`config.mk`:
```
export PLATFORM = sky130hd
export DESIGN_NAME = fifo_read_ctrl
export DESIGN_NICKNAME = d
export VERILOG_FILES = /design/src/rtl/fifo_pkg.sv /design/src/rtl/fifo_skid_buf.sv /design/src/rtl/fifo_read_ctrl.sv
export SDC_FILE = /design/constraint.sdc
export NUM_CORES = 1
export LEC_CHECK = 0
export ABC_AREA = 1
export CORE_ASPECT_RATIO = 0.9
export CORE_MARGIN = 2
export CORE_UTILIZATION = 54
export CTS_CLUSTER_DIAMETER = 50
export DETAILED_ROUTE_END_ITERATION = 8
export GPL_TIMING_DRIVEN = 1
export PLACE_DENSITY = 0.95
export SLEW_MARGIN = 20
export SYNTH_ARGS = -nofsm -noshare
export SYNTH_HDL_FRONTEND = slang
export SYNTH_SLANG_ARGS = --single-unit
```
`constraint.sdc`:
```
create_clock -name clk -period 4.6 [get_ports clk]
set_input_delay 0.69 -clock clk [delete_from_list [all_inputs] [get_ports clk]]
set_output_delay 0.69 -clock clk [all_outputs]
set_load 0.1 [all_outputs]
```
`src/rtl/fifo_pkg.sv`:
```
// Shared definitions for the FIFO read controller.
//   DATA_WIDTH_DEF : default FIFO word width
//   CNT_WIDTH_DEF  : default delivered-word counter width
//   state_t        : controller FSM states
package fifo_pkg;

    localparam int DATA_WIDTH_DEF = 16;
    localparam int CNT_WIDTH_DEF  = 16;

    typedef enum logic [1:0] {
        IDLE     = 2'd0,
        RUN      = 2'd1,
        STOPPING = 2'd2
    } state_t;

endpackage

```
`src/rtl/fifo_skid_buf.sv`:
```
// Two-entry skid buffer between the FIFO read port and the downstream
// valid/ready interface. Entry 0 is always the head, so head_data and
// head_valid come straight from flops.
//   clk, rst   : clock, async active-high reset
//   push       : write push_data this cycle
//   push_data  : word to write
//   pop        : remove the head (ignored when empty)
//   head_data  : oldest word
//   head_valid : buffer holds at least one word
//   count      : occupancy, 0..2
module fifo_skid_buf
    import fifo_pkg::*;
#(
    parameter int DATA_WIDTH = DATA_WIDTH_DEF
) (
    input  logic                  clk,
    input  logic                  rst,
    input  logic                  push,
    input  logic [DATA_WIDTH-1:0] push_data,
    input  logic                  pop,
    output logic [DATA_WIDTH-1:0] head_data,
    output logic                  head_valid,
    output logic [1:0]            count
);

    logic [DATA_WIDTH-1:0] ent0_q, ent0_d;
    logic [DATA_WIDTH-1:0] ent1_q, ent1_d;
    logic                  vld0_q, vld0_d;
    logic                  vld1_q, vld1_d;

    always_comb begin
        ent0_d = ent0_q;
        ent1_d = ent1_q;
        vld0_d = vld0_q;
        vld1_d = vld1_q;
        // Pop first, then push into the first free slot; this keeps
        // occupancy unchanged for a simultaneous push and pop.
        if (pop && vld0_q) begin
            ent0_d = ent1_q;
            vld0_d = vld1_q;
            vld1_d = 1'b0;
        end
        if (push) begin
            if (!vld0_d) begin
                ent0_d = push_data;
                vld0_d = 1'b1;
            end else begin
                ent1_d = push_data;
                vld1_d = 1'b1;
            end
        end
    end

    always_ff @(posedge clk or posedge rst) begin
        if (rst) begin
            ent0_q <= '0;
            ent1_q <= '0;
            vld0_q <= 1'b0;
            vld1_q <= 1'b0;
        end else begin
            ent0_q <= ent0_d;
            ent1_q <= ent1_d;
            vld0_q <= vld0_d;
            vld1_q <= vld1_d;
        end
    end

    assign head_data  = ent0_q;
    assign head_valid = vld0_q;
    assign count      = {1'b0, vld0_q} + {1'b0, vld1_q};

endmodule

```
`src/rtl/fifo_read_ctrl.sv`:
```
// Reads words from a synchronous FIFO (data one cycle after rd_en) and
// presents them on a valid/ready stream through a 2-entry skid buffer.
//   clk, rst      : clock, async active-high reset
//   enable        : permits new FIFO reads
//   empty         : FIFO empty flag
//   almostempty   : FIFO holds one word (not used for control)
//   underflow     : FIFO underflow, valid in the in-flight cycle
//   data_out      : FIFO read data, valid in the in-flight cycle
//   rd_en         : FIFO read request
//   m_data/m_valid/m_ready : downstream stream
//   busy          : read in flight or buffer non-empty
//   word_cnt      : handshakes completed, wraps
//   err_underflow : sticky underflow error
//
// state    | meaning
// ---------+------------------------------------------------------
// IDLE     | no reads issued, waiting for enable
// RUN      | issuing reads while buffer space allows
// STOPPING | enable dropped; draining in-flight read, no new reads
module fifo_read_ctrl
    import fifo_pkg::*;
#(
    parameter int DATA_WIDTH = DATA_WIDTH_DEF,
    parameter int CNT_WIDTH  = CNT_WIDTH_DEF
) (
    input  logic                  clk,
    input  logic                  rst,
    input  logic                  enable,
    input  logic                  empty,
    input  logic                  almostempty,
    input  logic                  underflow,
    input  logic [DATA_WIDTH-1:0] data_out,
    output logic                  rd_en,
    output logic [DATA_WIDTH-1:0] m_data,
    output logic                  m_valid,
    input  logic                  m_ready,
    output logic                  busy,
    output logic [CNT_WIDTH-1:0]  word_cnt,
    output logic                  err_underflow
);

    state_t                 state_q, state_d;
    logic                   inflight_q, inflight_d;
    logic [CNT_WIDTH-1:0]   word_cnt_q, word_cnt_d;
    logic                   err_q, err_d;

    logic [DATA_WIDTH-1:0]  buf_head;
    logic                   buf_valid;
    logic [1:0]             buf_count;
    logic                   capture;
    logic                   handshake;
    logic [2:0]             pending;
    logic                   unused_almostempty;

    assign unused_almostempty = almostempty;

    assign handshake = buf_valid & m_ready;
    // An underflowed read is dropped rather than buffered.
    assign capture   = inflight_q & ~underflow;
    // Occupancy after this cycle's pop plus the in-flight word; counting
    // the pop is what lets reads continue back-to-back with m_ready high.
    assign pending   = {1'b0, buf_count} + {2'b00, inflight_q} - {2'b00, handshake};

    always_comb begin
        state_d    = state_q;
        rd_en      = 1'b0;
        inflight_d = 1'b0;
        word_cnt_d = word_cnt_q;
        err_d      = err_q;

        case (state_q)
            IDLE: begin
                if (enable) state_d = RUN;
            end
            RUN: begin
                rd_en = ~empty & (pending < 3'd2);
                if (!enable) state_d = STOPPING;
            end
            STOPPING: begin
                if (enable) begin
                    state_d = RUN;
                end else if (!inflight_q && buf_count == 2'd0) begin
                    state_d = IDLE;
                end
            end
            default: state_d = IDLE;
        endcase

        // The in-flight flag is rd_en delayed by one cycle.
        inflight_d = rd_en;
        if (handshake) word_cnt_d = word_cnt_q + CNT_WIDTH'(1);
        if (inflight_q && underflow) err_d = 1'b1;
    end

    always_ff @(posedge clk or posedge rst) begin
        if (rst) begin
            state_q    <= IDLE;
            inflight_q <= 1'b0;
            word_cnt_q <= '0;
            err_q      <= 1'b0;
        end else begin
            state_q    <= state_d;
            inflight_q <= inflight_d;
            word_cnt_q <= word_cnt_d;
            err_q      <= err_d;
        end
    end

    fifo_skid_buf #(
        .DATA_WIDTH (DATA_WIDTH)
    ) u_skid (
        .clk        (clk),
        .rst        (rst),
        .push       (capture),
        .push_data  (data_out),
        .pop        (handshake),
        .head_data  (buf_head),
        .head_valid (buf_valid),
        .count      (buf_count)
    );

    assign m_data        = buf_head;
    assign m_valid       = buf_valid;
    assign busy          = inflight_q | (buf_count != 2'd0);
    assign word_cnt      = word_cnt_q;
    assign err_underflow = err_q;

endmodule
```
==> qor.yml <==
timing.fmax_ghz: 0.270
p_leak_nw: 1.56
synth_top_area_share_pct: 52.6
netlist_instances: 289
avgSynthCellArea_um2: 8.90
rsz0062_at_grt: "false"
peakVddDrop_mv: 0.584
min_period_over_period_pct: 80.5
rrSetupSlack_ns: 2.32
ys_warn_count: 0
die_x_um: 76.7
rr_worst_depth: 7
timing.rr.start: "u_skid.head_valid"
grt_pass1_vias: 2023
status: "finished, final reports clean"
placed_area_mm2: 0.00319
skew_ns: 0.00515
final_cells: 407
cp.required_ns: 3.91
vias: 2052
power_density_mw_per_mm2: 649
hold_class: "reg2reg"
grt_pass1_wl_um: 8980
critPathCaptureType: "primary output"
drt-pass1-iter-count: 4
hold_buffers: 0
drc: 0
antenna_found_initial: 0
drv_cap: 0
finalHoldViolations: 0
wl_um: 5140
final_cell_mix: "nand2_1 (72), clkdlybuf4s50_1 (56), dfrtp_1 (54), inv_1 (36), o21ai_0 (34)"
htreeDepth: 2
fillers: 343
core_area_mm2: 0.00452
min_from: "err_underflow"
ys_seq_elements: 54
hold_depth: 1
tightest_slew_ns: 0.977
finalMaxSlewViolations: 0
dpl.cell_count: 399
cts_buffers: 5
vias_per_cell: 5.04
hold_ws_ns: 0.463
die_area_mm2: 0.00533
synth_nets: 317
cts_tree: "done"
hpwl_um: 3520
gr-total-overflow: 0
synth-edff-count: 0
grt_usage_pct: 20.9
clk_latency_ns: 0.31
drt_iter0_markers: 110
yosys.cell_types.count: 31
synth.cell_area_mm2: 0.00257
yosys.area.top_type: "dfrtp_1"
clkTransAtPathRegs_ns: 0.09
root_buffer: "clkbuf_8"
dp_slack_ns: 0.890
gp_congestion: 0.779
multiInputGateArea_mm2: 0.00102
worst-path-max-fanout: 21
grt_max_degree: 55
start_util_pct: 56.9
ios: 59
synthFlopType: "dfrtp_1"
drive_above_1_share_pct: 6.96
relSlewSlack_pct: 34.7
cts_resized: 0
rows: 23
worstSetupPathType: "in2out"
yosys-top-cells-area: "dfrtp_1 (53%), nand2_1 (11%), o21ai_0 (6.6%)"
ant_nets: 0
finalInstanceArea_mm2: 0.00329
final_common_cell: "nand2_1"
yosysSeqAreaShare_pct: 52.6
tns_ns: 0
final_period_minus_worst_setup_slack_ns: 3.70
setup_viol: 0
regArea_mm2: 0.00135
n_antenna_cell: 0
wl_per_cell_um: 12.6
setup_ws_ns: 0.898
cp.arrival_ns: 3.01
hold_end: "err_underflow"
post-cts-setup-buffer-count: 0
cts_sinks: 54
fp.dieH_um: 69.5
cts_max_path_buffers: 2
async_flop_share_pct: 100
port_buffers: 57
syn_to_final_growth_pct: 27.9
cp-start-kind: "primary input"
nNetsFinal: 372
r2r-end: "inflight_q"
==> worst max-delay path by stage <==
| stage | depth (start not counted) | start | slack [ns] | to |
|---|---|---|---|---|
| 6_report | 9 | m_ready | 0.90 | rd_en |
| 5_1_grt | 9 | m_ready | 0.78 | rd_en |
| 4_1_cts | 9 | m_ready | 0.87 | rd_en |
| 3_5_place_dp | 9 | m_ready | 0.89 | rd_en |
| 3_3_place_gp | 9 | m_ready | 0.94 | rd_en |
| 2_1_floorplan | 8 | u_skid.head_valid | 0.05 | rd_en |
==> critical path, cell delays in order <==
cell	delay [ns]
clkdlybuf4s50_1	0.44
nand2_2	0.39
inv_1	0.13
ha_1	0.23
xor2_1	0.16
ha_1	0.29
a21o_1	0.16
nor4_2	0.29
buf_12	0.23
==> sequential cells by signal (all words and copies together), names as in the netlist <==
signal and cells:
u_skid.vld1_q 1, inflight_q 1, u_skid.head_data 16, u_skid.head_valid 1
state_q 2, word_cnt 16, err_underflow 1, u_skid.ent1_q 16
==> cells in the mapped netlist (all sizes together) (2+ instances only) <==
master and count:
nand2 74, dfrtp 54, inv 38, o21ai 36
nor2 20, o211ai 13, or2 13, buf 6
nand3b 6, ha 5, nand3 5, clkbuf 4
xor2 4, xnor2 3, a21o 2, nand4 2
==> per-layer routing <==
metal	part of all wire, %	vias up	global-route usage (%)	wire (um)
li1	-	1022	-	-
met1	45	977	26.6	2330
met2	49	48	35.0	2500
met3	4.7	5	5.86	242
met4	1.1	0	6.26	58
met5	0	-	0	0
==> power breakdown <==
part	total (W)	internal, W	switching [W]
sequential	0.000710	0.000616	0.0000939
combinational	0.00114	0.000274	0.000871
clock	0.000281	0.000124	0.000157
==> stage by stage <==
stage | power [W] | util (%)
floorplan | 0.00159 | -
global placement | 0.00184 | 70.5
detailed placement | 0.00186 | 70.5
CTS | 0.00215 | 72.7
global route | 0.00224 | 72.8
finish | 0.00214 | 72.8
==> kinds of logic (layout without fill, tap and decap cells) <==
logic type      Yosys count  count (layout)  share of synthesized area [%]
compound gates           52              52                           11.8
xor+xnor                  7               7                           2.38
fa+ha+maj                 5               5                           2.43
buf+inv                  48             104                           7.83
flops                    54              54                           52.6
simple gates            123             123                           23.0
==> final cells by class <==
| class | instances | share of cell area [%] |
|---|---|---|
| clock buffer | 6 | 2.51 |
| tap | 62 | 2.36 |
| sequential | 54 | 41.1 |
| inverter | 38 | 4.45 |
| clock inverter | 2 | 0.533 |
| multi-input combinational | 187 | 31.2 |
| timing repair buffer | 58 | 17.9 |
No activity file was read; power rests on OpenSTA's default activity.
